[src/rtl/chrono_controller_pkg.sv]
// Shared definitions for the stopwatch controller: FSM state encodings and
// default timing constants for the quartz-derived prescaler and button debouncers.
package chrono_controller_pkg;

  typedef enum logic [2:0] {
    ST_IDLE    = 3'd0,
    ST_RUNNING = 3'd1,
    ST_LAP     = 3'd2,
    ST_STOPPED = 3'd3,
    ST_CLEAR   = 3'd4
  } state_e;

  localparam int unsigned DEF_PRESCALE = 500000;
  localparam int unsigned DEF_DEBOUNCE = 1000000;

endpackage

[src/rtl/chrono_controller_button_debounce.sv]
// Two-flop synchronizer plus debouncer for one push-button; emits a single-cycle
// press pulse once a high level has been stable for DEBOUNCE cycles.
module button_debounce
  import chrono_controller_pkg::*;
#(
  parameter int unsigned DEBOUNCE = DEF_DEBOUNCE
) (
  input  logic qzt_clk,
  input  logic reset,
  input  logic btn,
  output logic press
);

  localparam int unsigned CW = $clog2(DEBOUNCE);

  logic          sync1_q, sync1_d;
  logic          sync2_q, sync2_d;
  logic [1:0]    prime_q, prime_d;
  logic          level_q, level_d;
  logic          level_dly_q, level_dly_d;
  logic [CW-1:0] cnt_q, cnt_d;
  logic          press_q, press_d;

  // The accepted level starts high after reset, so a button must be seen low
  // for DEBOUNCE cycles before a press counts. The prime shift keeps the reset
  // values of the synchronizer from being counted as genuine low samples.
  always_comb begin
    sync1_d     = btn;
    sync2_d     = sync1_q;
    prime_d     = {prime_q[0], 1'b1};
    level_d     = level_q;
    level_dly_d = level_q;
    cnt_d       = '0;
    if (prime_q[1] && (sync2_q != level_q)) begin
      if (cnt_q == CW'(DEBOUNCE - 1)) begin
        level_d = sync2_q;
      end else begin
        cnt_d = cnt_q + 1'b1;
      end
    end
    press_d = level_q & ~level_dly_q;
  end

  always_ff @(posedge qzt_clk) begin
    if (reset) begin
      sync1_q     <= 1'b0;
      sync2_q     <= 1'b0;
      prime_q     <= '0;
      level_q     <= 1'b1;
      level_dly_q <= 1'b1;
      cnt_q       <= '0;
      press_q     <= 1'b0;
    end else begin
      sync1_q     <= sync1_d;
      sync2_q     <= sync2_d;
      prime_q     <= prime_d;
      level_q     <= level_d;
      level_dly_q <= level_dly_d;
      cnt_q       <= cnt_d;
      press_q     <= press_d;
    end
  end

  assign press = press_q;

endmodule

[src/rtl/chrono_controller.sv]
// Stopwatch control: debounced start/stop and lap/reset buttons drive an FSM
// that gates a prescaled count clock, the counter clear pulse and the lap freeze.
module chrono_controller
  import chrono_controller_pkg::*;
#(
  parameter int unsigned PRESCALE = DEF_PRESCALE,
  parameter int unsigned DEBOUNCE = DEF_DEBOUNCE
) (
  input  logic       qzt_clk,
  input  logic       reset,
  input  logic       btn_start_stop,
  input  logic       btn_lap_reset,
  output logic       count_clk,
  output logic       counter_clr,
  output logic       freeze,
  output logic       running,
  output logic [2:0] state
);

  localparam int unsigned PW   = $clog2(PRESCALE);
  localparam int unsigned HALF = PRESCALE / 2;

  logic ss_press, lr_press;

  button_debounce #(.DEBOUNCE(DEBOUNCE)) u_ss_debounce (
    .qzt_clk (qzt_clk),
    .reset   (reset),
    .btn     (btn_start_stop),
    .press   (ss_press)
  );

  button_debounce #(.DEBOUNCE(DEBOUNCE)) u_lr_debounce (
    .qzt_clk (qzt_clk),
    .reset   (reset),
    .btn     (btn_lap_reset),
    .press   (lr_press)
  );

  state_e        state_q, state_d;
  logic [PW-1:0] presc_q, presc_d;
  logic          count_clk_q, count_clk_d;
  logic          counter_clr_q, counter_clr_d;
  logic          freeze_q, freeze_d;
  logic          running_q, running_d;

  // Outputs are derived from the next state so each registered output lines up
  // with the state it belongs to (e.g. prescaler already zero in CLEAR).
  always_comb begin
    state_d = state_q;
    case (state_q)
      ST_IDLE:    if (ss_press) state_d = ST_RUNNING;
      ST_RUNNING: if (ss_press) state_d = ST_STOPPED;
                  else if (lr_press) state_d = ST_LAP;
      ST_LAP:     if (ss_press) state_d = ST_STOPPED;
                  else if (lr_press) state_d = ST_RUNNING;
      ST_STOPPED: if (ss_press) state_d = ST_RUNNING;
                  else if (lr_press) state_d = ST_CLEAR;
      ST_CLEAR:   state_d = ST_IDLE;
      default:    state_d = ST_IDLE;
    endcase

    case (state_d)
      ST_RUNNING, ST_LAP: presc_d = (presc_q == PW'(PRESCALE - 1)) ? '0 : presc_q + 1'b1;
      ST_STOPPED:         presc_d = presc_q;
      default:            presc_d = '0;
    endcase

    count_clk_d   = (presc_d >= PW'(HALF));
    counter_clr_d = (state_d == ST_CLEAR);
    freeze_d      = (state_d == ST_LAP);
    running_d     = (state_d == ST_RUNNING) || (state_d == ST_LAP);
  end

  always_ff @(posedge qzt_clk) begin
    if (reset) begin
      state_q       <= ST_IDLE;
      presc_q       <= '0;
      count_clk_q   <= 1'b0;
      counter_clr_q <= 1'b0;
      freeze_q      <= 1'b0;
      running_q     <= 1'b0;
    end else begin
      state_q       <= state_d;
      presc_q       <= presc_d;
      count_clk_q   <= count_clk_d;
      counter_clr_q <= counter_clr_d;
      freeze_q      <= freeze_d;
      running_q     <= running_d;
    end
  end

  assign state       = state_q;
  assign count_clk   = count_clk_q;
  assign counter_clr = counter_clr_q;
  assign freeze      = freeze_q;
  assign running     = running_q;

endmodule

[config.mk]
export PLATFORM = sky130hd
export DESIGN_NAME = chrono_controller
export DESIGN_NICKNAME = d
export VERILOG_FILES = /design/src/rtl/chrono_controller_pkg.sv /design/src/rtl/chrono_controller_button_debounce.sv /design/src/rtl/chrono_controller.sv
export SDC_FILE = /design/constraint.sdc
export NUM_CORES = 1
export LEC_CHECK = 0
export CORE_MARGIN = 1.5
export CORE_UTILIZATION = 51
export CTS_CLUSTER_SIZE = 24
export DETAILED_ROUTE_END_ITERATION = 8
export PLACE_DENSITY = 0.76
export SETUP_SLACK_MARGIN = 0.2
export SYNTH_ARGS = -nofsm -noshare
export SYNTH_HDL_FRONTEND = slang
export SYNTH_SLANG_ARGS = --single-unit
[constraint.sdc]
create_clock -name qzt_clk -period 4.25 [get_ports qzt_clk]
set_input_delay 0.85 -clock qzt_clk [delete_from_list [all_inputs] [get_ports qzt_clk]]
set_output_delay 0.85 -clock qzt_clk [all_outputs]
set_load 0.01 [all_outputs]
# Word level (Yosys, flattened, before mapping)
# Index checks and enable logic that the tools add are counted.
# W data, S select, Z words.
totals:
  ff_bits: 80
  in_bits: 4
  output_inout_bits: 7
  word_cells: 65
classes:
  add_sub_neg: 3
  n_lt_le_gt_ge: 1
  n_eq_ne: 12
  mux: 12
  bitwise_logic: 6
  reduce_logical: 9
op_table:
  columns: ["cell", "count"]
  rows:
  - ["$add A20 B1 Y20 const B", 2]
  - ["$eq A20 B20 Y1 const B", 2]
  - ["$pmux W19 S2", 1]
  - ["$mux W3", 7]
  - ["$add A19 B1 Y19 const B", 1]
  - ["$eq A19 B19 Y1 const B", 1]
  - ["$ge A19 B18 Y1 const B", 1]
  - ["$mux W19", 1]
  - ["$eq A3 B2 Y1 const B", 4]
  - ["$pmux W3 S4", 1]
  - ["$eq A3 B1 Y1 const B", 2]
  - ["$reduce_or A3 Y1", 2]
  - ["$not A1 Y1", 4]
  - ["$reduce_and A2 Y1", 2]
  - ["$eq A3 B3 Y1 const B", 1]
  - ["$logic_not A3 Y1", 1]
  - ["$and A1 B1 Y1", 2]
  - ["$logic_and A1 B1 Y1", 2]
  - ["$mux W1", 2]
  - ["$ne A1 B1 Y1", 2]
  - ["$reduce_or A2 Y1", 1]
  - ["$logic_or A1 B1 Y1", 1]

# Depth between registers and ports, before layout
logic_depth:
  ltp_word: 7
  mapped_depth: 10
  mapped_depth_nobuf: 9

# By module
# Synthesis repeated with hierarchy kept, for this count alone.
hier_totals:
  hier_cells: 443
  area_unflattened_um2: 3891.2
modules_own_cells:
  columns: ["mod", "n_inst", "cells_per_inst", "area_per_inst_um2", "seq_area_each_um2"]
  rows:
  - ["button_debounce", 2, 127, 1163.6, 540.5]
  - ["chrono_controller", 1, 189, 1564.0, 520.5]

# Least setup slack after synthesis
# Ideal clock, no wire load.
synth_timing:
  path_type: "register -> register"
  start: "reg presc_q[0]"
  end: "reg count_clk_q, in the netlist count_clk"
  setup_time_ps: 116
  arrival_time_ps: 2088
  required_time_ps: 4134
  path_slack_ps: 2046
  path_stages_with_launch: 11
  n_path_buf: 1
  period_less_slack_ps: 2204
  path_cell_list: "dfxtp_1 ha_1 and4_1 nand3_1 o21ai_2 buf_2 o21ai_0 a21oi_1 nand3_1 a21o_1 a41o_1"
synth_between:
  elab_chain_len: 4
  elab_cells_between_ends: 5
  classes_between: "1 x add/sub; 1 x order compare; 1 x eq/ne; 2 x mux"
synth_rtl:
  columns: ["element", "line_no", "text"]
  rows:
  - ["start: declaration", "chrono_controller.sv:40", "logic [PW-1:0] presc_q, presc_d;"]
  - ["start signal: assignment", "chrono_controller.sv:84", "presc_q <= presc_d;"]
  - ["$add A19 B1 Y19 or $eq A19 B19 Y1 (tied branches)", "chrono_controller.sv:63", "ST_RUNNING, ST_LAP: presc_d = (presc_q == PW'(PRESCALE - 1)) ? '0 : presc_q + 1'b1;"]
  - ["$mux W19", "chrono_controller.sv:63", null]
  - ["$pmux W19 S2 (*)", "chrono_controller.sv:62", "case (state_d)"]
  - ["$ge A19 B18 Y1 (*)", "chrono_controller.sv:68", "count_clk_d = (presc_d >= PW'(HALF));"]
  - ["end signal: assignment", "chrono_controller.sv:85", "count_clk_q <= count_clk_d;"]
  - ["end: declaration", "chrono_controller.sv:41", "logic count_clk_q, count_clk_d;"]
# Mark *: on every way between the ends. The rest lies on a longest branch, timed or not.
# A chain may end at the register's enable or synchronous reset.

# Final worst setup path
# Same ends and word-level chain as after synthesis.

==> flow_summary.json <==
{
  "grt_use_met1_pct": 23.6,
  "synthesis.area_mm2": 0.00352,
  "cp-end-kind": "flip-flop",
  "cap_violations": 0,
  "route.detailed.drc": 0,
  "ys_ff_latch": 78,
  "cts_tree": "yes",
  "place_ws_ns": 1.55,
  "comb_power_share_pct": 1.3,
  "critPathMostFrequentCell": "nand3_1",
  "first_pass_iters": 5,
  "worst_slew_pin_slew_ns": 0.948,
  "yosysSeqAreaShare_pct": 44.3,
  "dp_hpwl_mm": 4.38,
  "syn_inst": 410,
  "cp_cell_sequence": "ha_1, and4_1, nand3_1, o21ai_2, o21ai_0, a21oi_1, nand3_1, a21o_1, a41o_1",
  "async_reset_ff_share_pct": 0,
  "grt_max_degree": 31,
  "rows": 30,
  "cp_max_fo": 14,
  "critPathBufInv": 0,
  "first_global_vias": 2607,
  "core_mm2": 0.00672,
  "cts_resized": 0,
  "grt_use_met2_pct": 30.6,
  "die_area_mm2": 0.00741,
  "antenna_found_initial": 0,
  "place.gp.congestion": 0.796,
  "cts_buffer_depth": 2,
  "fin_area_mm2": 0.00381,
  "seq_power_share_pct": 57.3,
  "initial_utilization_pct": 52.4,
  "period_needed_ns": 2.75,
  "ios": 11,
  "rsz0062_at_grt": "no",
  "root_buffer": "clkbuf_8",
  "grt_pass1_wl_mm": 11.2,
  "overflow": 0,
  "status": "finished, final reports clean",
  "place_inst": 483,
  "die_x_um": 86.1,
  "fin_ws_ns": 1.50,
  "synth_edf_count": 0,
  "final_cells": 498,
  "p_total_mw": 1.29,
  "viasPerCell": 5.80,
  "power.leakage_nw": 1.38,
  "drt-initial-drc-count": 177,
  "fin_skew_ns": 0.00552,
  "cts_setup_buffers": 0,
  "utilization_pct": 56.8,
  "place_area_mm2": 0.00362,
  "grt.total_usage_pct": 18.8,
  "cts_inserted_buffers": 9,
  "min_path_type": "flip-flop to flip-flop",
  "portBuffers": 10,
  "cpLargestDelayFamily": "compound AO/OA/AOI/OAI gates",
  "setup_viol": 0,
  "wl_per_cell_um": 13.2,
  "maxSlewHeadroom_pct": 36.8,
  "vias": 2889,
  "diodes": 0,
  "timing.hold.ws_ns": 0.388,
  "design.final.nets": 421,
  "r2r_setup_slack_ns": 1.50,
  "cp.arrival_ns": 2.99,
  "hold_violations": 0,
  "fin_crit_sh_pct": 64.7,
  "required_ns": 4.49,
  "ant_nets": 0,
  "ys_warn_count": 0,
  "busiest_layer": "met2",
  "swShare_pct": 20.5,
  "met3_usage_pct": 4.62,
  "switchingPower_mw": 0.263,
  "cp-start-kind": "flip-flop",
  "cts_hold_buf": 0,
  "pwr-share-clk_pct": 41.3,
  "syn_to_final_growth_pct": 8.32,
  "setup_tns_ns": 0,
  "max_freq_mhz": 363,
  "syn_nets": 417,
  "finalWirelength_mm": 6.56,
  "internal_power_mw": 1.02,
  "crit_path_top_delay_cell": "o21ai_2",
  "syn_area_per_cell_um2": 8.59,
  "h-tree-depth": 3,
  "finalMaxSlewViolations": 0,
  "synth_ff_type": "dfxtp_1",
  "max_stage_delay_ns": 0.51,
  "die_y_um": 86.1,
  "peakVddDrop_mv": 0.255,
  "critical_path_class": "flip-flop to flip-flop",
  "synth.distinct_cells": 52,
  "clock_latency_ns": 0.35,
  "power.density_mw_per_mm2": 337,
  "layout-drive-gt1-share_pct": 5.74,
  "clk_pin_slew_worst_paths_ns": 0.07,
  "cts_sinks": 78
}
## path summary, 6_finish.rpt
check	from	to	cells past startpoint
setup / recovery	presc_q[0]	count_clk	9
hold / removal	u_ss_debounce.level_dly_q	u_ss_debounce.press	1
hold reg to reg	u_ss_debounce.level_dly_q	u_ss_debounce.press	1
setup reg to reg	presc_q[0]	count_clk	9
## power groups by stage
stage	sequential (mW)	clock (mW)	combinational, mW
CTS	0.736	0.545	0.0174
global placement	0.753	0	0.0170
floorplan	0.753	0	0.0114
finish	0.736	0.531	0.0172
global route	0.737	0.576	0.0192
detailed placement	0.753	0	0.0174
## kinds of logic (layout without fill, tap and decap cells)
| logic type | Yosys count | count (layout) | synth area share [%] |
|---|---|---|---|
| mux | 2 | 2 | 0.569 |
| compound gates | 57 | 57 | 10.6 |
| xor+xnor | 39 | 39 | 10.1 |
| simple gates | 207 | 207 | 29.7 |
| buf+inv | 24 | 32 | 3.59 |
| fa+ha+maj | 3 | 3 | 1.07 |
| flops | 78 | 78 | 44.3 |
## worst register-to-register path: stages, from the launching register on
cell	delay (ns)
dfxtp_1	0.38
ha_1	0.26
and4_1	0.30
nand3_1	0.15
o21ai_2	0.51
o21ai_0	0.20
a21oi_1	0.32
nand3_1	0.12
a21o_1	0.17
a41o_1	0.23
## metal layers
layer	wire [um]	part of all wire, %	vias up
li1	-	-	1438
met5	0	0	-
met1	2990	46	1348
met4	114	1.7	0
met3	336	5.1	9
met2	3130	48	94
## sequential cells by signal, indices dropped and copies added (netlist names)
signal,count
u_ss_debounce.prime_q,1
u_lr_debounce.level_dly_d,1
u_ss_debounce.sync1_q,1
freeze,1
u_ss_debounce.level_dly_d,1
u_lr_debounce.level_dly_q,1
running,1
u_lr_debounce.press,1
presc_q,19
u_lr_debounce.cnt_q,20
u_ss_debounce.sync2_q,1
u_ss_debounce.cnt_q,20
u_lr_debounce.sync1_q,1
u_lr_debounce.sync2_q,1
u_lr_debounce.prime_q,1
u_ss_debounce.level_dly_q,1
u_ss_debounce.press,1
counter_clr,1
state,3
count_clk,1
## Yosys cell counts, drive strengths merged, types with 2 or more instances
cell type  instances  area share (%)
a21o               7             1.5
a21oi             18             2.6
a311oi             2            0.50
a31oi              2            0.36
and2               5            0.89
and3              21             3.7
and4               3            0.75
buf                8             1.9
clkbuf            10             1.1
dfxtp             78              44
ha                 3             1.1
inv                6            0.64
mux2i              2            0.57
nand2             31             3.3
nand3             31             4.4
nand4             10             1.8
nor2              65             7.0
nor2b              6             1.1
nor3               5            0.71
nor3b              4            0.85
nor4               6             1.1
nor4b              3            0.75
o211a              2            0.57
o211ai             3            0.78
o21ai             15             2.2
or2                4            0.71
or3                8             1.4
xnor2             20             5.0
xor2              18             4.5
## layout by cell type, fill, tap and decap left out, drive strengths merged, types with 4 or more instances in the layout
cell type,n
a21o,7
a21oi,18
and2,5
and3,21
clkbuf,11
clkdlybuf4s50,10
dfxtp,78
inv,6
nand2,31
nand3,31
nand4,10
nor2,65
nor2b,6
nor3,5
nor3b,4
nor4,6
o21ai,15
or2,4
or3,8
xnor2,20
xor2,18
## final cells by class
type	instances	area, um^2
fillers	571	2910
multi-input cells	308	1830
flip-flops and latches	78	1560
clock buffers	11	141
repair buffers	11	108
well taps	80	100
clock inverters	4	47.5
inverters	6	22.5
No activity file was read; power rests on OpenSTA's default activity.
